File: src/rtl/cpu_pkg.sv
// Shared types and width defaults for the execute/writeback datapath.
// Branch encodings match the 2-bit ex_br field driven by the execute stage.
package cpu_pkg;

    localparam int unsigned CPU_DATA_W = 32;
    localparam int unsigned CPU_REG_AW = 6;

    typedef enum logic [1:0] {
        BR_NONE = 2'd0,
        BR_Z    = 2'd1,
        BR_N    = 2'd2,
        BR_JUMP = 2'd3
    } br_t;

    typedef enum logic {
        SQ_IDLE   = 1'b0,
        SQ_SQUASH = 1'b1
    } sq_state_t;

    // Control side of an ex_* beat; data fields travel alongside at module width.
    typedef struct packed {
        logic reg_write;
        logic mem_to_reg;
        logic set_flags;
        br_t  br;
    } ex_beat_t;

endpackage

File: src/rtl/flag_reg.sv
// Architectural Z/N flag register plus branch-taken decode.
// The decision always uses the stored flags, i.e. the value before any same-beat update.
module flag_reg
    import cpu_pkg::*;
(
    input  logic clk_i,
    input  logic rst_ni,
    input  logic set_en_i,
    input  logic z_i,
    input  logic n_i,
    input  br_t  br_i,
    output logic z_o,
    output logic n_o,
    output logic taken_o
);

    logic z_q, n_q;

    always_ff @(posedge clk_i or negedge rst_ni) begin
        if (!rst_ni) begin
            z_q <= 1'b0;
            n_q <= 1'b0;
        end else if (set_en_i) begin
            z_q <= z_i;
            n_q <= n_i;
        end
    end

    always_comb begin
        taken_o = 1'b0;
        case (br_i)
            BR_Z:    taken_o = z_q;
            BR_N:    taken_o = n_q;
            BR_JUMP: taken_o = 1'b1;
            default: taken_o = 1'b0;
        endcase
    end

    assign z_o = z_q;
    assign n_o = n_q;

endmodule

File: src/rtl/wb_code.sv
// Writeback / branch-resolve stage: S1 capture, S2 memory-latency absorb, registered RF write,
// one-cycle PC redirect and squash of SHADOW valid beats after a taken branch or jump.
module wb_code
    import cpu_pkg::*;
#(
    parameter int unsigned DATA_W = CPU_DATA_W,
    parameter int unsigned REG_AW = CPU_REG_AW,
    parameter int unsigned SHADOW = 2
) (
    input  logic              clock,
    input  logic              reset_n,
    input  logic              ex_valid,
    input  logic              ex_regWrite,
    input  logic              ex_memToReg,
    input  logic              ex_setFlags,
    input  logic [1:0]        ex_br,
    input  logic [REG_AW-1:0] ex_rd,
    input  logic [DATA_W-1:0] ex_result,
    input  logic              ex_zero,
    input  logic              ex_neg,
    input  logic [DATA_W-1:0] ex_target,
    input  logic [DATA_W-1:0] mem_readData,
    output logic              rf_we,
    output logic [REG_AW-1:0] rf_waddr,
    output logic [DATA_W-1:0] rf_wdata,
    output logic              pc_load,
    output logic [DATA_W-1:0] pc_target,
    output logic              flush,
    output logic              flag_z,
    output logic              flag_n,
    output logic              fwd_valid,
    output logic [REG_AW-1:0] fwd_rd,
    output logic [DATA_W-1:0] fwd_data
);

    localparam int unsigned SQ_W = (SHADOW < 1) ? 1 : $clog2(SHADOW + 1);

    ex_beat_t          beat;
    sq_state_t         state_q, state_d;
    logic [SQ_W-1:0]   sq_cnt_q, sq_cnt_d;
    logic              capture, br_taken, taken;

    logic              s1_valid_q, s1_we_q, s1_m2r_q;
    logic [REG_AW-1:0] s1_rd_q;
    logic [DATA_W-1:0] s1_res_q;
    logic              s2_we_q;
    logic [REG_AW-1:0] s2_rd_q;
    logic [DATA_W-1:0] s2_data_q;
    logic              rf_we_q, pc_load_q;
    logic [REG_AW-1:0] rf_waddr_q;
    logic [DATA_W-1:0] rf_wdata_q, pc_target_q;

    always_comb begin
        beat = '{reg_write:  ex_regWrite,
                 mem_to_reg: ex_memToReg,
                 set_flags:  ex_setFlags,
                 br:         br_t'(ex_br)};
    end

    assign capture = ex_valid && (state_q == SQ_IDLE);
    assign taken   = capture && br_taken;

    flag_reg u_flag_reg (
        .clk_i    (clock),
        .rst_ni   (reset_n),
        .set_en_i (capture && beat.set_flags),
        .z_i      (ex_zero),
        .n_i      (ex_neg),
        .br_i     (beat.br),
        .z_o      (flag_z),
        .n_o      (flag_n),
        .taken_o  (br_taken)
    );

    always_ff @(posedge clock or negedge reset_n) begin
        if (!reset_n) begin
            state_q  <= SQ_IDLE;
            sq_cnt_q <= '0;
        end else begin
            state_q  <= state_d;
            sq_cnt_q <= sq_cnt_d;
        end
    end

    // Only valid beats consume shadow slots; idle cycles leave the count untouched.
    always_comb begin
        state_d  = state_q;
        sq_cnt_d = sq_cnt_q;
        case (state_q)
            SQ_IDLE: begin
                if (taken) begin
                    sq_cnt_d = SQ_W'(SHADOW);
                    state_d  = (SHADOW == 0) ? SQ_IDLE : SQ_SQUASH;
                end
            end
            SQ_SQUASH: begin
                if (ex_valid) begin
                    sq_cnt_d = sq_cnt_q - 1'b1;
                    if (sq_cnt_q == SQ_W'(1)) state_d = SQ_IDLE;
                end
            end
            default: state_d = SQ_IDLE;
        endcase
    end

    always_ff @(posedge clock or negedge reset_n) begin
        if (!reset_n) begin
            s1_valid_q  <= 1'b0;
            s1_we_q     <= 1'b0;
            s1_m2r_q    <= 1'b0;
            s1_rd_q     <= '0;
            s1_res_q    <= '0;
            s2_we_q     <= 1'b0;
            s2_rd_q     <= '0;
            s2_data_q   <= '0;
            rf_we_q     <= 1'b0;
            rf_waddr_q  <= '0;
            rf_wdata_q  <= '0;
            pc_load_q   <= 1'b0;
            pc_target_q <= '0;
        end else begin
            s1_valid_q  <= capture;
            s1_we_q     <= beat.reg_write;
            s1_m2r_q    <= beat.mem_to_reg;
            s1_rd_q     <= ex_rd;
            s1_res_q    <= ex_result;
            s2_we_q     <= s1_valid_q && s1_we_q;
            s2_rd_q     <= s1_rd_q;
            s2_data_q   <= s1_m2r_q ? mem_readData : s1_res_q;
            rf_we_q     <= s2_we_q;
            rf_waddr_q  <= s2_rd_q;
            rf_wdata_q  <= s2_data_q;
            pc_load_q   <= taken;
            if (taken) pc_target_q <= ex_target;
        end
    end

    assign rf_we     = rf_we_q;
    assign rf_waddr  = rf_waddr_q;
    assign rf_wdata  = rf_wdata_q;
    assign pc_load   = pc_load_q;
    assign pc_target = pc_target_q;
    assign flush     = (state_q == SQ_SQUASH);
    assign fwd_valid = s1_valid_q && s1_we_q && !s1_m2r_q;
    assign fwd_rd    = s1_rd_q;
    assign fwd_data  = s1_res_q;

endmodule

File: config.mk
export PLATFORM = sky130hd
export DESIGN_NAME = wb_code
export DESIGN_NICKNAME = d
export VERILOG_FILES = /design/src/rtl/cpu_pkg.sv /design/src/rtl/flag_reg.sv /design/src/rtl/wb_code.sv
export SDC_FILE = /design/constraint.sdc
export NUM_CORES = 1
export LEC_CHECK = 0
export ABC_AREA = 1
export BUFFER_PORTS_ARGS = -buffer_cell sky130_fd_sc_hd__buf_2
export CAP_MARGIN = 0
export CORE_UTILIZATION = 35
export CTS_CLUSTER_SIZE = 10
export DETAILED_ROUTE_END_ITERATION = 16
export HOLD_SLACK_MARGIN = 0.15
export MAX_ROUTING_LAYER = met4
export SETUP_SLACK_MARGIN = 0.05
export SYNTH_ARGS = -nofsm -noshare
export SYNTH_HDL_FRONTEND = slang
export SYNTH_SLANG_ARGS = --single-unit
File: constraint.sdc
create_clock -name clock -period 1.6 [get_ports clock]
set_input_delay 0.08 -clock clock [delete_from_list [all_inputs] [get_ports clock]]
set_output_delay 0.08 -clock clock [all_outputs]
set_load 0.1 [all_outputs]
==> impl_summary.txt, run 1 <==
----------------------------------------------------
[STA]
  Worst Tran Pin Value ... 0.5157 ns
  Unrepaired setup endpoints after global routing ... no
  Crit share post-route ... 0.9015
  Fin. max-slew vios ... 0
  Post-Route Skew ... 0.005954 ns
  Sum of negative setup slack ... 0 ns
  Count of endpoints failing setup in the final report ... 0
  Shortest clock period the worst path allows after layout ... 1.442 ns
  Minimum setup slack in the final design ... 0.1576 ns
  Hold Violations, Final ... 0
  Max-slew headroom ... 0.6586
  Maximum operating frequency ... 693.3 MHz

[Route]
  Pre-antenna DRT Iters ... 4
  Routed Antenna Nets ... 0
  Final WL ... 12170 um
  Routed vias/inst ... 4.296
  Final routed DRC violation total ... 0
  Number of violations reported at the end of detailed-routing iteration 0 ... 167
  Wirelength per Cell ... 14.00 um
  Routed via count ... 3733

[CTS]
  Buffer depth of the longest clock path ... 2
  Cell chosen for the clock root ... clkbuf_16
  CTS H-tree lvls ... 4
  Clock-pin slew of the registers on the worst-case setup and hold paths ... 0.06 ns
  Clock latency at the later pin of the worst-skew pair ... 0.41 ns
  Number of clock buffers inserted by TritonCTS ... 17
  Buffers inserted by post-CTS timing repair ... 0
  Number of sinks handled by clock tree synthesis ... 157
  CTS tree ... yes
  Post-CTS resize count ... 0
  Number of hold buffers added after CTS ... 110

[Worst setup path]
  Crit path required time ... 1.52 ns
  Worst setup path category ... reg -> out
  Data arrival time of the critical path ... 1.36 ns
  Top fanout value on the critical path ... 33
  Critical Path Start Type ... register
  Critical path capture point type ... primary output

[Cells and area]
  Total Nets Final ... 793
  Antenna Cells ... 0
  Synthesis-to-layout area growth ... 65.47%
  Share of cells above drive strength 1 ... 0.4401

[Logic synthesis]
  Number of distinct library cells after synthesis ... 15
  Proportion of register bits with asynchronous set or reset after synthesis ... 1.000
  Library cell with the largest summed area after synthesis ... dfrtp_1
  Top post-synthesis cells by count ... dfrtp_1, nand2_1, mux2_2
  Synthesized net count ... 442
  Most common cell in the netlist ... dfrtp_1
  Count of yosys warnings during synthesis ... 0
  Sequential-to-total area share from yosys stat ... 0.8043
  Netlist area before placement ... 4885 um^2
  Mean Syn Cell Area ... 14.85 um^2
  Number of instances in the synthesized netlist ... 329
  Most used flip-flop cell after synthesis ... dfrtp_1
  Number of synthesized register bits ... 157
  EDFF count, synth ... 0
  Area share of the largest cell type after synthesis ... 0.8043
  Most area-consuming cells after synthesis ... dfrtp_1, nand2_1, mux2_2, buf_2, buf_6

[Global routing]
  Largest net degree at the start of global routing ... 51
  Via count of the first global-routing pass ... 4035
  GRT Residual Overflow ... 0
  GRT Total Usage ... 0.1849
  Global-route wire length before repair ... 19520 um
  Antenna violations before repair ... 0

[Die]
  Area inside the core boundary ... 13400 um^2
  Overall die height ... 120.1 um
  # IOs ... 226
  X dimension of the die ... 120.1 um
  Die area ... 14430 um^2
  # rows ... 42
  Effective utilization at floorplan ... 0.3645

[Flow run]
  Count of max-cap constraint violations ... 0

[Placement]
  Placed wire-length estimate after detailed placement ... 7342 um
  IO Port Bufs ... 225
  RePlAce Congestion ... 0.8102
  Worst setup slack after placement ... 0.2338 ns

[Status]
  Result of the run ... complete, no violations

[Pwr]
  Leakage power summed over all cells ... 4.139 nW
  Max IR drop VDD ... 1.047 mV
  Pwr Total ... 0.01545 W
  PD cells ... 1912 nW/um^2

[Worst hold path]
  Worst Hold Class ... in -> async

----------------------------------------------------
==> routing by layer <==
metal | track usage | wire length [um] | vias up
met5 | - | 0 | -
met4 | 0.07422 | 226 | 0
met3 | 0.05513 | 696 | 20
met2 | 0.3089 | 6336 | 163
met1 | 0.2070 | 4909 | 1812
li1 | - | - | 1738
==> worst max-delay path: stages (launching register included) <==
cell and delay, ns:
dfrtp_1 0.40, buf_12 0.19, nor2_2 0.16, buf_12 0.19
==> worst paths after layout <==
| path | start | to | slack [ns] | cells past startpoint |
|---|---|---|---|---|
| min | reset_n | fwd_data[22]$_DFF_PN0_ | 0.20 | 2 |
| max reg2reg | flush$_DFF_PN0_ | u_flag_reg.z_o$_DFFE_PN0P_ | 0.19 | 4 |
| max in group asynchronous | reset_n | pc_target[14]$_DFFE_PN0P_ | 0.78 | 3 |
| max | s1_m2r_q$_DFF_PN0_ | fwd_valid | 0.16 | 3 |
| min in group clock | ex_memToReg | s1_m2r_q$_DFF_PN0_ | 0.30 | 2 |
| min reg2reg | s2_data_q[9]$_DFF_PN0_ | rf_wdata[9]$_DFF_PN0_ | 0.35 | 0 |
==> sequential cells by signal, summed over array words and instances (netlist names) <==
signal / cells
flush: 1
u_flag_reg.n_o: 1
s1_we_q: 1
s2_data_q: 32
pc_target: 32
rf_waddr: 6
s1_valid_q: 1
s2_rd_q: 6
sq_cnt_q: 2
fwd_data: 32
rf_wdata: 32
s2_we_q: 1
fwd_rd: 6
s1_m2r_q: 1
u_flag_reg.z_o: 1
pc_load: 1
rf_we: 1
==> report_power, final <==
group | switching, W | internal [W] | total [W]
Clock | 0.00155 | 0.00314 | 0.00469
Sequential | 0.000319 | 0.00462 | 0.00494
Combinational | 0.00485 | 0.000976 | 0.00582
Total | 0.00672 | 0.00874 | 0.0155
==> cells by family after synthesis <==
kind of cell | after synthesis | synth area share
buffers and inverters | 18 | 0.02049
AND/OR/NAND/NOR | 120 | 0.09785
adder cells (fa/ha/maj) | 1 | 0.002561
multiplexers | 32 | 0.07377
AO/OA/AOI/OAI | 1 | 0.001024
flip-flops | 157 | 0.8043
==> per-stage QoR <==
step	instances	instance area, um^2	hold WS [ns]	util
5_1_grt	869	8083	0.2368	0.6032
2_1_floorplan	329	4891	-0.2156	-
6_report	869	8083	0.1979	0.6032
3_5_place_dp	727	6280	0.06269	0.4686
3_3_place_gp	727	6280	0.05465	0.4686
4_1_cts	869	8083	0.1879	0.6032
==> layout by cell type, fill, tap and decap left out, types with 2 or more instances in the layout <==
| master | Yosys | layout |
|---|---|---|
| inv_1 | 6 | 6 |
| mux2_2 | 32 | 32 |
| buf_4 | 0 | 4 |
| dlygate4sd3_1 | 0 | 110 |
| nand2_1 | 112 | 112 |
| clkinv_2 | 1 | 4 |
| clkbuf_16 | 0 | 17 |
| buf_2 | 7 | 223 |
| clkinv_4 | 0 | 2 |
| buf_12 | 0 | 4 |
| dfrtp_1 | 157 | 154 |
| nand3_1 | 3 | 3 |
| dfrtp_2 | 0 | 3 |
| bufinv_16 | 0 | 7 |
==> layout make-up <==
cell class                      instances  area (um^2)
Fill cell                            1046         5318
Sequential cell                       157         3933
Timing Repair Buffer                  342         2338
Multi-Input combinational cell        154        858.3
Clock buffer                           18        439.2
Clock inverter                         14        262.8
Tap cell                              176        220.2
Inverter                                8        31.28
(Power assumes the default switching activity.)
==> run 2: changes to the inputs <==
--- a/config.mk
+++ b/config.mk
@@ -5,10 +5,10 @@
 export SDC_FILE = /design/constraint.sdc
 export NUM_CORES = 1
 export LEC_CHECK = 0
-export ABC_AREA = 1
 export BUFFER_PORTS_ARGS = -buffer_cell sky130_fd_sc_hd__buf_2
 export CAP_MARGIN = 0
 export CORE_UTILIZATION = 35
+export CTS_BUF_LIST = sky130_fd_sc_hd__clkbuf_4 sky130_fd_sc_hd__clkbuf_8 sky130_fd_sc_hd__clkbuf_16
 export CTS_CLUSTER_SIZE = 10
 export DETAILED_ROUTE_END_ITERATION = 16
 export HOLD_SLACK_MARGIN = 0.15
==> impl_summary.txt, run 2 <==
----------------------------------------------------
[Status]
  Result of the run ... complete, no violations

[Worst setup path]
  Data arrival time of the critical path ... 1.87 ns
  Delay-heaviest family, CP ... flip-flops
  Top fanout value on the critical path ... 33
  CP max stage delay ... 0.48 ns
  Crit path required time ... 1.89 ns
  Critical Path Start Type ... register
  Ordered cell list for the critical path ... nor2b_4 -> a21boi_4 -> buf_12 -> mux2_4
  Critical path capture point type ... register
  Critical-path top delay cell ... dfrtp_4
  Buffer and inverter count on the worst path ... 1
  Worst setup path category ... reg -> reg

[Global routing]
  Largest net degree at the start of global routing ... 53
  Via count of the first global-routing pass ... 3694
  GRT Residual Overflow ... 0
  Global-route wire length before repair ... 17970 um
  Antenna violations before repair ... 0
  GRT Total Usage ... 0.1700

[Placement]
  RePlAce Congestion ... 0.7252
  Placed wire-length estimate after detailed placement ... 7089 um
  IO Port Bufs ... 225

[STA]
  Hold Violations, Final ... 0
  Crit share post-route ... 0.9910
  Maximum operating frequency ... 630.7 MHz
  Count of endpoints failing setup in the final report ... 0
  Unrepaired setup endpoints after global routing ... yes
  Post-Route Skew ... 0.006016 ns
  Worst Tran Pin Value ... 0.5104 ns
  Shortest clock period the worst path allows after layout ... 1.586 ns
  Fin. max-slew vios ... 0
  Max-slew headroom ... 0.6621

[Pwr]
  Pwr Total ... 0.01556 W
  Fraction of power consumed by combinational cells ... 0.421
  Proportion of power drawn by flip-flops and latches ... 0.322
  Internal Pwr Total ... 0.008583 W
  Clock share of power ... 0.257
  PD cells ... 1917 nW/um^2
  Max IR drop VDD ... 0.9080 mV
  Proportion of total power due to net switching ... 0.4482
  Leakage power summed over all cells ... 3.975 nW
  Switching power ... 0.006973 W

[Logic synthesis]
  Area share of the largest cell type after synthesis ... 0.7933
  Most common cell in the netlist ... dfrtp_1
  Proportion of register bits with asynchronous set or reset after synthesis ... 1.000
  Library cell with the largest summed area after synthesis ... dfrtp_1
  Synthesized net count ... 360
  Most area-consuming cells after synthesis ... dfrtp_1, mux2_2, mux2_4, buf_6, a21boi_4
  Top post-synthesis cells by count ... dfrtp_1, mux2_2, mux2_4
  Number of distinct library cells after synthesis ... 19
  Sequential-to-total area share from yosys stat ... 0.7933
  Most used flip-flop cell after synthesis ... dfrtp_1
  Number of instances in the synthesized netlist ... 247
  Netlist area before placement ... 4952 um^2
  Count of yosys warnings during synthesis ... 0
  EDFF count, synth ... 0
  Mean Syn Cell Area ... 20.05 um^2
  Number of synthesized register bits ... 157

[Die]
  # rows ... 43
  Effective utilization at floorplan ... 0.3582
  Overall die height ... 121.0 um
  Die area ... 14630 um^2
  # IOs ... 226
  X dimension of the die ... 121.0 um
  Area inside the core boundary ... 13830 um^2

[Cells and area]
  Core occupancy in the finished layout ... 0.5868
  Most common cell after layout, fill and taps aside ... buf_2
  Share of cells above drive strength 1 ... 0.5503
  Synthesis-to-layout area growth ... 63.85%
  Most frequent cells in the layout ... buf_2, dfrtp_1, dlygate4sd3_1, mux2_2, mux2_4
  Filler cell count in the final layout ... 1054
  Total Nets Final ... 716
  Antenna Cells ... 0

[Route]
  Wirelength per Cell ... 14.32 um
  Routed via count ... 3355
  Routed Antenna Nets ... 0
  Final routed DRC violation total ... 0
  Routed vias/inst ... 4.215
  Number of violations reported at the end of detailed-routing iteration 0 ... 86
  Pre-antenna DRT Iters ... 6
  Final WL ... 11400 um

[CTS]
  Clock-pin slew of the registers on the worst-case setup and hold paths ... 0.06 ns
  Buffers inserted by post-CTS timing repair ... 0
  Number of sinks handled by clock tree synthesis ... 157
  CTS H-tree lvls ... 4
  Buffer depth of the longest clock path ... 2
  Cell chosen for the clock root ... clkbuf_16
  CTS tree ... yes
  Clock latency at the later pin of the worst-skew pair ... 0.41 ns
  Number of clock buffers inserted by TritonCTS ... 17

[Worst hold path]
  Worst Hold Class ... in -> async

[Flow run]
  Count of max-cap constraint violations ... 0

----------------------------------------------------
[run 2: path summary, 6_finish.rpt]
| kind | from | endpoint | slack, ns | depth (start not counted) |
|---|---|---|---|---|
| setup / recovery | flush$_DFF_PN0_ | pc_target[8]$_DFFE_PN0P_ | 0.01 | 4 |
| hold / removal | reset_n | fwd_data[9]$_DFF_PN0_ | 0.17 | 2 |
| setup reg to reg | flush$_DFF_PN0_ | pc_target[8]$_DFFE_PN0P_ | 0.01 | 4 |
| hold reg to reg | s2_rd_q[2]$_DFF_PN0_ | rf_waddr[2]$_DFF_PN0_ | 0.35 | 0 |
| max in group asynchronous | reset_n | pc_target[25]$_DFFE_PN0P_ | 0.83 | 3 |
| min in group clock | ex_br[1] | flush$_DFF_PN0_ | 0.18 | 4 |
[run 2: kinds of logic (layout without fill, tap and decap cells)]
logic type      after synthesis  count (layout)  share of synthesized area
flops                       157             157                     0.7933
mux                          67              67                     0.1733
buf+inv                      10             379                    0.01288
simple gates                  7               7                   0.008590
compound gates                5               5                   0.009349
fa+ha+maj                     1               1                   0.002526
[run 2: metal layers]
metal	vias up	wire length, um	track usage
li1	1546	-	-
met1	1635	4585	0.1931
met2	156	5723	0.2689
met3	18	867	0.06297
met4	0	222	0.07485
met5	-	0	-
[run 2: what timing repair did]
item	in CTS	in global routing
gates cloned	0	0
hold buffers	109	0
resized for setup	5	1
hold endpoints to repair	267	0
setup endpoints to repair	33	33
[run 2: metrics by stage]
stage | hold WS [ns] | setup TNS [ns] | area [um^2] | setup slack, ns | std cells
2_1_floorplan | -0.2156 | -2.302 | 4971 | -0.08543 | 247
4_1_cts | 0.1585 | 0 | 8110 | 0.01986 | 796
6_report | 0.1698 | 0 | 8114 | 0.01448 | 796
5_1_grt | 0.1709 | -0.6659 | 8114 | -0.03619 | 796
3_3_place_gp | 0.06075 | 0 | 6401 | 0.05022 | 655
3_5_place_dp | 0.06809 | -0.003436 | 6401 | -0.003436 | 655
[run 2: layout make-up]
class	count	area (um^2)	area share
multi-input cells	80	982.2	0.1210
inverters	3	11.26	0.001388
well taps	180	225.2	0.02776
flip-flops and latches	157	3940	0.4856
repair buffers	344	2355	0.2902
clock inverters	11	132.6	0.01635
clock buffers	21	467.9	0.05767
[run 2: power groups by stage]
| stage | Combinational (W) | Clock [W] | Sequential, W |
|---|---|---|---|
| 2_1_floorplan | 0.000993 | 0 | 0.00931 |
| 5_1_grt | 0.00674 | 0.00429 | 0.00510 |
| 3_5_place_dp | 0.00630 | 0 | 0.00507 |
| 3_3_place_gp | 0.00624 | 0 | 0.00506 |
| 4_1_cts | 0.00654 | 0.00411 | 0.00502 |
| 6_report | 0.00654 | 0.00400 | 0.00501 |
